--- config.mk ---
export PLATFORM = sky130hd
export DESIGN_NAME = instr_fetch_unit
export DESIGN_NICKNAME = d
export VERILOG_FILES = /design/src/rtl/instr_fetch_unit.sv
export SDC_FILE = /design/constraint.sdc
export NUM_CORES = 1
export LEC_CHECK = 0
export CORE_MARGIN = 2
export CORE_UTILIZATION = 50
export CTS_BUF_LIST = sky130_fd_sc_hd__clkbuf_4
export CTS_CLUSTER_DIAMETER = 60
export DETAILED_ROUTE_END_ITERATION = 6
export PLACE_DENSITY = 0.79
export SLEW_MARGIN = 20
export SYNTH_ARGS = -nofsm -noshare
export SYNTH_HDL_FRONTEND = slang
export SYNTH_SLANG_ARGS = --single-unit
--- constraint.sdc ---
create_clock -name clock -period 5.7 [get_ports clock]
set_input_delay 0.855 -clock clock [delete_from_list [all_inputs] [get_ports clock]]
set_output_delay 0.855 -clock clock [all_outputs]
set_load 0.1 [all_outputs]
--- src/rtl/instr_fetch_unit.sv ---
// ---------------------------------------------------------------------------
// instr_fetch_unit
//
// Fetch stage in front of the single-cycle datapath. It holds the fetch PC and
// sends word reads to an in-order instruction memory. Returned words are
// stored with their PCs in a small FIFO, and the FIFO head goes to the
// datapath over a valid/ready handshake. A redirect from the datapath
// (taken branch or jump) flushes the FIFO. Responses that are still in
// flight at that point are counted and discarded when they return.
//
// Ports
//   clock, reset      rising-edge clock, asynchronous active-high reset
//   imem_req_*        request channel to instruction memory (valid/ready, addr)
//   imem_resp_*       in-order response channel (valid, data), no backpressure
//   inst_*            FIFO head to the datapath (valid, data, pc, ready)
//   redirect_*        one-cycle branch/jump redirect with new target PC
//   flushing          high while stale responses are being discarded
//
// Parameters
//   RESET_PC          fetch address after reset, word aligned
//   DEPTH             FIFO entries and maximum outstanding requests (2..8, pow2)
// ---------------------------------------------------------------------------
module instr_fetch_unit #(
   parameter logic [31:0] RESET_PC = 32'h0000_0000,
   parameter int          DEPTH    = 2
) (
   input  logic        clock,
   input  logic        reset,
   output logic        imem_req_valid,
   output logic [31:0] imem_req_addr,
   input  logic        imem_req_ready,
   input  logic        imem_resp_valid,
   input  logic [31:0] imem_resp_data,
   output logic        inst_valid,
   output logic [31:0] inst_data,
   output logic [31:0] inst_pc,
   input  logic        inst_ready,
   input  logic        redirect_valid,
   input  logic [31:0] redirect_pc,
   output logic        flushing
);

   localparam int PW = $clog2(DEPTH);
   localparam int CW = $clog2(DEPTH) + 1;
   localparam logic [CW-1:0] DEPTH_C = CW'(DEPTH);

   typedef enum logic {
      RUN,
      DRAIN
   } state_t;

   state_t        state;
   logic [31:0]   fetch_pc;
   logic [31:0]   resp_pc;
   logic [CW-1:0] count;
   logic [CW-1:0] inflight;
   logic [CW-1:0] drop;
   logic [PW-1:0] rd_ptr;
   logic [PW-1:0] wr_ptr;
   logic [31:0]   fifo_data [DEPTH];
   logic [31:0]   fifo_pc   [DEPTH];

   logic [CW:0]   occupancy;
   logic          credit;
   logic          accept;
   logic          push;
   logic          pop;
   logic          discard;
   logic [CW-1:0] inflight_next;
   logic [CW-1:0] count_next;
   logic [31:0]   redirect_target;

   // Buffered words and outstanding requests share one budget of DEPTH. A
   // response therefore always has a free FIFO slot, so the response channel
   // never needs backpressure.
   always_comb begin
      occupancy       = {1'b0, count} + {1'b0, inflight};
      credit          = occupancy < {1'b0, DEPTH_C};
      imem_req_valid  = !reset && !redirect_valid && credit;
      imem_req_addr   = fetch_pc;
      accept          = imem_req_valid && imem_req_ready;
      discard         = imem_resp_valid && ((drop != '0) || redirect_valid);
      push            = imem_resp_valid && (drop == '0) && !redirect_valid;
      pop             = (count != '0) && inst_ready && !redirect_valid;
      redirect_target = redirect_pc & 32'hFFFF_FFFC;
   end

   // Net change in the counters when an accept, a response and a pop all
   // happen in the same cycle.
   always_comb begin
      inflight_next = inflight;
      if (accept) begin
         inflight_next = inflight_next + CW'(1);
      end
      if (imem_resp_valid) begin
         inflight_next = inflight_next - CW'(1);
      end
      count_next = count;
      if (push) begin
         count_next = count_next + CW'(1);
      end
      if (pop) begin
         count_next = count_next - CW'(1);
      end
   end

   // Head of the FIFO is presented directly from storage. Data and PC read
   // as zero when the FIFO is empty so stale entries never reach the datapath.
   always_comb begin
      inst_valid = (count != '0);
      inst_data  = inst_valid ? fifo_data[rd_ptr] : 32'h0;
      inst_pc    = inst_valid ? fifo_pc[rd_ptr]   : 32'h0;
      flushing   = (state == DRAIN);
   end

   // Control state and the RUN/DRAIN FSM. A redirect overrides everything.
   // Every request outstanding after this cycle's response is stale, so drop
   // is loaded with that count. resp_pc follows the target because the next
   // response that is kept belongs to the first request issued after the
   // redirect.
   always_ff @(posedge clock or posedge reset) begin
      if (reset) begin
         state    <= RUN;
         fetch_pc <= RESET_PC;
         resp_pc  <= RESET_PC;
         count    <= '0;
         inflight <= '0;
         drop     <= '0;
         rd_ptr   <= '0;
         wr_ptr   <= '0;
      end else if (redirect_valid) begin
         fetch_pc <= redirect_target;
         resp_pc  <= redirect_target;
         count    <= '0;
         rd_ptr   <= '0;
         wr_ptr   <= '0;
         inflight <= inflight_next;
         drop     <= inflight_next;
         state    <= (inflight_next != '0) ? DRAIN : RUN;
      end else begin
         inflight <= inflight_next;
         count    <= count_next;
         if (accept) begin
            fetch_pc <= fetch_pc + 32'd4;
         end
         if (push) begin
            resp_pc <= resp_pc + 32'd4;
            wr_ptr  <= wr_ptr + PW'(1);
         end
         if (pop) begin
            rd_ptr <= rd_ptr + PW'(1);
         end
         if (discard) begin
            drop <= drop - CW'(1);
            if (drop == CW'(1)) begin
               state <= RUN;
            end
         end
      end
   end

   // FIFO storage. Writes happen only for responses that are kept. A redirect
   // resets the pointers, so no storage clear is needed there.
   always_ff @(posedge clock or posedge reset) begin
      if (reset) begin
         for (int i = 0; i < DEPTH; i++) begin
            fifo_data[i] <= 32'h0;
            fifo_pc[i]   <= 32'h0;
         end
      end else if (push) begin
         fifo_data[wr_ptr] <= imem_resp_data;
         fifo_pc[wr_ptr]   <= resp_pc;
      end
   end

endmodule

==> results.txt <==
----------------------------------------------------
[Layout]
  Area Growth Syn to Fin ... 21.8%
  Layout Cells excl Fill ... 1,269
  Most used cells in the layout excluding fill and tap cells ... sky130_fd_sc_hd__dfrtp_1, sky130_fd_sc_hd__clkdlybuf4s50_1, sky130_fd_sc_hd__mux2_2, sky130_fd_sc_hd__nor2_1, sky130_fd_sc_hd__mux2i_1
  Final #Nets ... 1,072
  Layout fillers ... 1,566
  Area of the multi-input gates ... 0.00459 mm²
  Fraction of final layout cells with drive strength greater than 1 ... 19.1%
  Final non-filler cell area ... 0.0118 mm²
  Leading cell type in the layout, fill and taps excluded ... sky130_fd_sc_hd__dfrtp_1
  ANT cells ... 0
  Seq. cell area ... 0.00483 mm²

[Placement]
  Hpwl dp ... 15,500 µm
  Total cell area at the placement stage ... 0.0115 mm²
  Worst setup timing slack at the placement stage ... 1.98 ns
  Placer congestion estimate ... 0.824
  Placed cell count ... 1,237
  Port buffer count ... 162

[Hold path]
  Type of the worst min-delay path ... flop to flop
  Hold Path Origin ... fifo_pc[52]$_DFFE_PP0P_

[Setup path]
  Crit path from ... rd_ptr$_DFFE_PP0P_
  Required time of the critical path ... 4.85 ns
  Critical Setup Path Class ... flop to output port
  Worst Setup End Kind ... output port
  Reg-to-reg critical path startpoint ... count[0]$_DFF_PP0_
  Critical path fanouts, max ... 52
  Flop2flop setup slack ... 2.21 ns
  Worst path arrival time ... 3.46 ns
  Nature of the critical path startpoint ... flop

[Timing]
  Max-slew violations ... 0
  Slack of the critical path ... 1.38 ns
  Final period demand of the worst path ... 4.32 ns
  Worst hold-check slack ... 0.520 ns
  Final period utilization ... 75.7%
  Hold violation total from the final report ... 0
  Setup TNS ... 0 ns
  RSZ-0062 raised after global routing ... false
  # setup viols final ... 0
  Least-Margin Pin Slew ... 1.15 ns
  Max-slew headroom at the worst pin ... 22.7%
  Max Clk Rate ... 0.232 GHz
  Worst clock skew on the final layout ... 0.0234 ns

[Synth]
  Yosys reg bits ... 193
  Syn. warnings ... 0
  Number of enable flip-flop cells after synthesis ... 0
  Leading register cell type out of synthesis ... sky130_fd_sc_hd__dfrtp_1
  Share of synthesized flip-flops with an asynchronous set or reset ... 100%
  Number of distinct standard cells referenced by the synthesized netlist ... 45
  Post-synthesis sequential area ratio ... 49.9%
  Cell count after synthesis ... 860
  Area of the mapped netlist ... 0.00968 mm²
  Mean instance size in the synthesized netlist ... 11.3 µm²

[Global routing]
  Global-route wire length before repair ... 36,400 µm
  Routing usage on met3 ... 4.53%
  Remaining global-route overflow ... 0
  Pin count of the biggest net entering global routing ... 65
  Initial antenna violation count ... 0
  Global Route met1 Usage ... 30.9%
  Via count of the first global-routing pass ... 7,141
  Total Routing Usage GR ... 22.6%
  Met2 demand-to-capacity share in global routing ... 36.7%
  Busiest metal layer after global routing ... met2

[Detailed routing]
  Number of optimization iterations in the first detailed-route pass ... 7
  Vias post-DR ... 7,366
  Post-Route WL ... 22,600 µm
  Via density per instance ... 5.80
  Count of routing violations after the opening detailed-route iteration ... 470
  Final ANT Viol Nets ... 0
  Wirelength per Cell ... 17.8 µm
  Remaining design rule violation count ... 1

[Clocking]
  Clock input transition at the sequential cells of the worst setup and hold paths ... 0.14 ns
  CTS Buf Count ... 17
  CTS HTree Levels ... 4
  TritonCTS clock tree ... yes
  Post-CTS Hold Fix Bufs ... 0
  # Post-CTS Setup Buffers ... 0
  Clock latency on the worst-skew pair ... 0.59 ns
  Clock tree root buffer cell ... sky130_fd_sc_hd__clkbuf_4
  Quantity of gates resized following cts ... 0
  Num Clock Sinks ... 193
  Number of buffers between clock root and the deepest sink ... 2

[Floorplan]
  Std-Cell Core Area ... 0.0188 mm²
  Die ar. ... 0.0205 mm²
  Die outline width ... 143 µm
  Placement Rows ... 50
  Initial Util ... 51.4%
  Vertical die dimension ... 143 µm
  Number of placed I/O pins ... 169

[Power and ir drop]
  Worst VDD drop ... 0.000302 V
  Static leakage power ... 4.75 nW
  Pwr per Cell Area ... 545 mW/mm²

[Outcome]
  Failing checks ... DRC
  Result of the run ... complete, but fails checks

[Job]
  Max-capacitance violation count ... 0

----------------------------------------------------
[metrics by stage]
step                      total power, W  utilization [%]
after floorplan                  0.00491                -
after global placement           0.00567             61.0
after detailed placement         0.00575             61.1
after CTS                        0.00648             62.6
after global routing             0.00676             62.6
final                            0.00642             62.6
[power by group]
group          switching [W]  total (W)  leakage (nW)  internal [W]
Clock               0.000458   0.000729         0.149      0.000271
Sequential          0.000358    0.00218          2.36       0.00183
Combinational        0.00241    0.00351          2.25       0.00109
[worst paths after layout]
check	endpoint	cells past startpoint
setup / recovery	inst_pc[3]	4
hold / removal	fifo_pc[52]$_DFFE_PP0P_	1
setup reg to reg	imem_req_addr[25]$_DFFE_PP0P_	6
hold reg to reg	fifo_pc[52]$_DFFE_PP0P_	1
max in group asynchronous	fifo_data[6]$_DFFE_PP0P_	3
min in group asynchronous	resp_pc[16]$_DFFE_PP0N_	2
[kinds of logic (layout without fill, tap and decap cells)]
family	after synthesis	count (layout)	share of synthesized area [%]
AND/OR/NAND/NOR	278	278	15.2
multiplexers	203	203	22.9
flip-flops	193	193	49.9
AO/OA/AOI/OAI	76	76	5.31
buffers and inverters	73	219	3.09
XOR/XNOR	30	30	2.72
adder cells (fa/ha/maj)	6	6	0.853
other	1	4	0.0388
[metal layers]
layer / vias to the layer above / part of all wire, %
li1: 3388 / -
met1: 3690 / 45
met2: 257 / 47
met3: 31 / 6.9
met4: 0 / 1.5
met5: - / 0
[layout make-up]
| cell class | count | area share (%) |
|---|---|---|
| clock buffer | 19 | 1.21 |
| clock inverter | 13 | 1.16 |
| inverter | 13 | 0.446 |
| multi-input combinational | 597 | 38.9 |
| sequential | 193 | 41.0 |
| tap | 260 | 2.76 |
| timing repair buffer | 174 | 14.5 |
[state kept, by name, indices dropped and copies added (netlist names)]
name / flops
fifo_data: 64
fifo_pc: 60
imem_req_addr: 30
resp_pc: 30
count: 2
drop: 2
inflight: 2
flushing: 1
rd_ptr: 1
wr_ptr: 1
[synthesized netlist by cell type (10+ instances only)]
| master | instances | area share [%] |
|---|---|---|
| sky130_fd_sc_hd__dfrtp_1 | 193 | 50 |
| sky130_fd_sc_hd__mux2_2 | 138 | 16 |
| sky130_fd_sc_hd__nor2_1 | 101 | 3.9 |
| sky130_fd_sc_hd__mux2i_1 | 64 | 6.6 |
| sky130_fd_sc_hd__clkbuf_1 | 43 | 1.7 |
| sky130_fd_sc_hd__nand2_1 | 26 | 1.0 |
| sky130_fd_sc_hd__nor3_1 | 22 | 1.1 |
| sky130_fd_sc_hd__and4_1 | 21 | 1.9 |
| sky130_fd_sc_hd__xnor2_1 | 21 | 1.9 |
| sky130_fd_sc_hd__nand4_1 | 20 | 1.3 |
| sky130_fd_sc_hd__a31oi_1 | 18 | 1.2 |
| sky130_fd_sc_hd__nand3_1 | 17 | 0.88 |
| sky130_fd_sc_hd__a21oi_1 | 14 | 0.72 |
| sky130_fd_sc_hd__nor2b_1 | 14 | 0.91 |
| sky130_fd_sc_hd__or4_1 | 14 | 1.1 |
| sky130_fd_sc_hd__a311oi_1 | 12 | 1.1 |
| sky130_fd_sc_hd__inv_1 | 12 | 0.47 |
| sky130_fd_sc_hd__nor4_1 | 12 | 0.78 |
| sky130_fd_sc_hd__o31ai_1 | 11 | 0.85 |
| sky130_fd_sc_hd__and3_1 | 10 | 0.65 |
| sky130_fd_sc_hd__buf_1 | 10 | 0.39 |
[worst max-delay path, cell delays in order (launching register included)]
cell,delay [ns]
sky130_fd_sc_hd__dfrtp_4,1.10
sky130_fd_sc_hd__buf_4,0.40
sky130_fd_sc_hd__mux2i_1,0.11
sky130_fd_sc_hd__nor2_1,0.09
sky130_fd_sc_hd__clkdlybuf4s50_1,1.17
(Power assumes the default switching activity.)
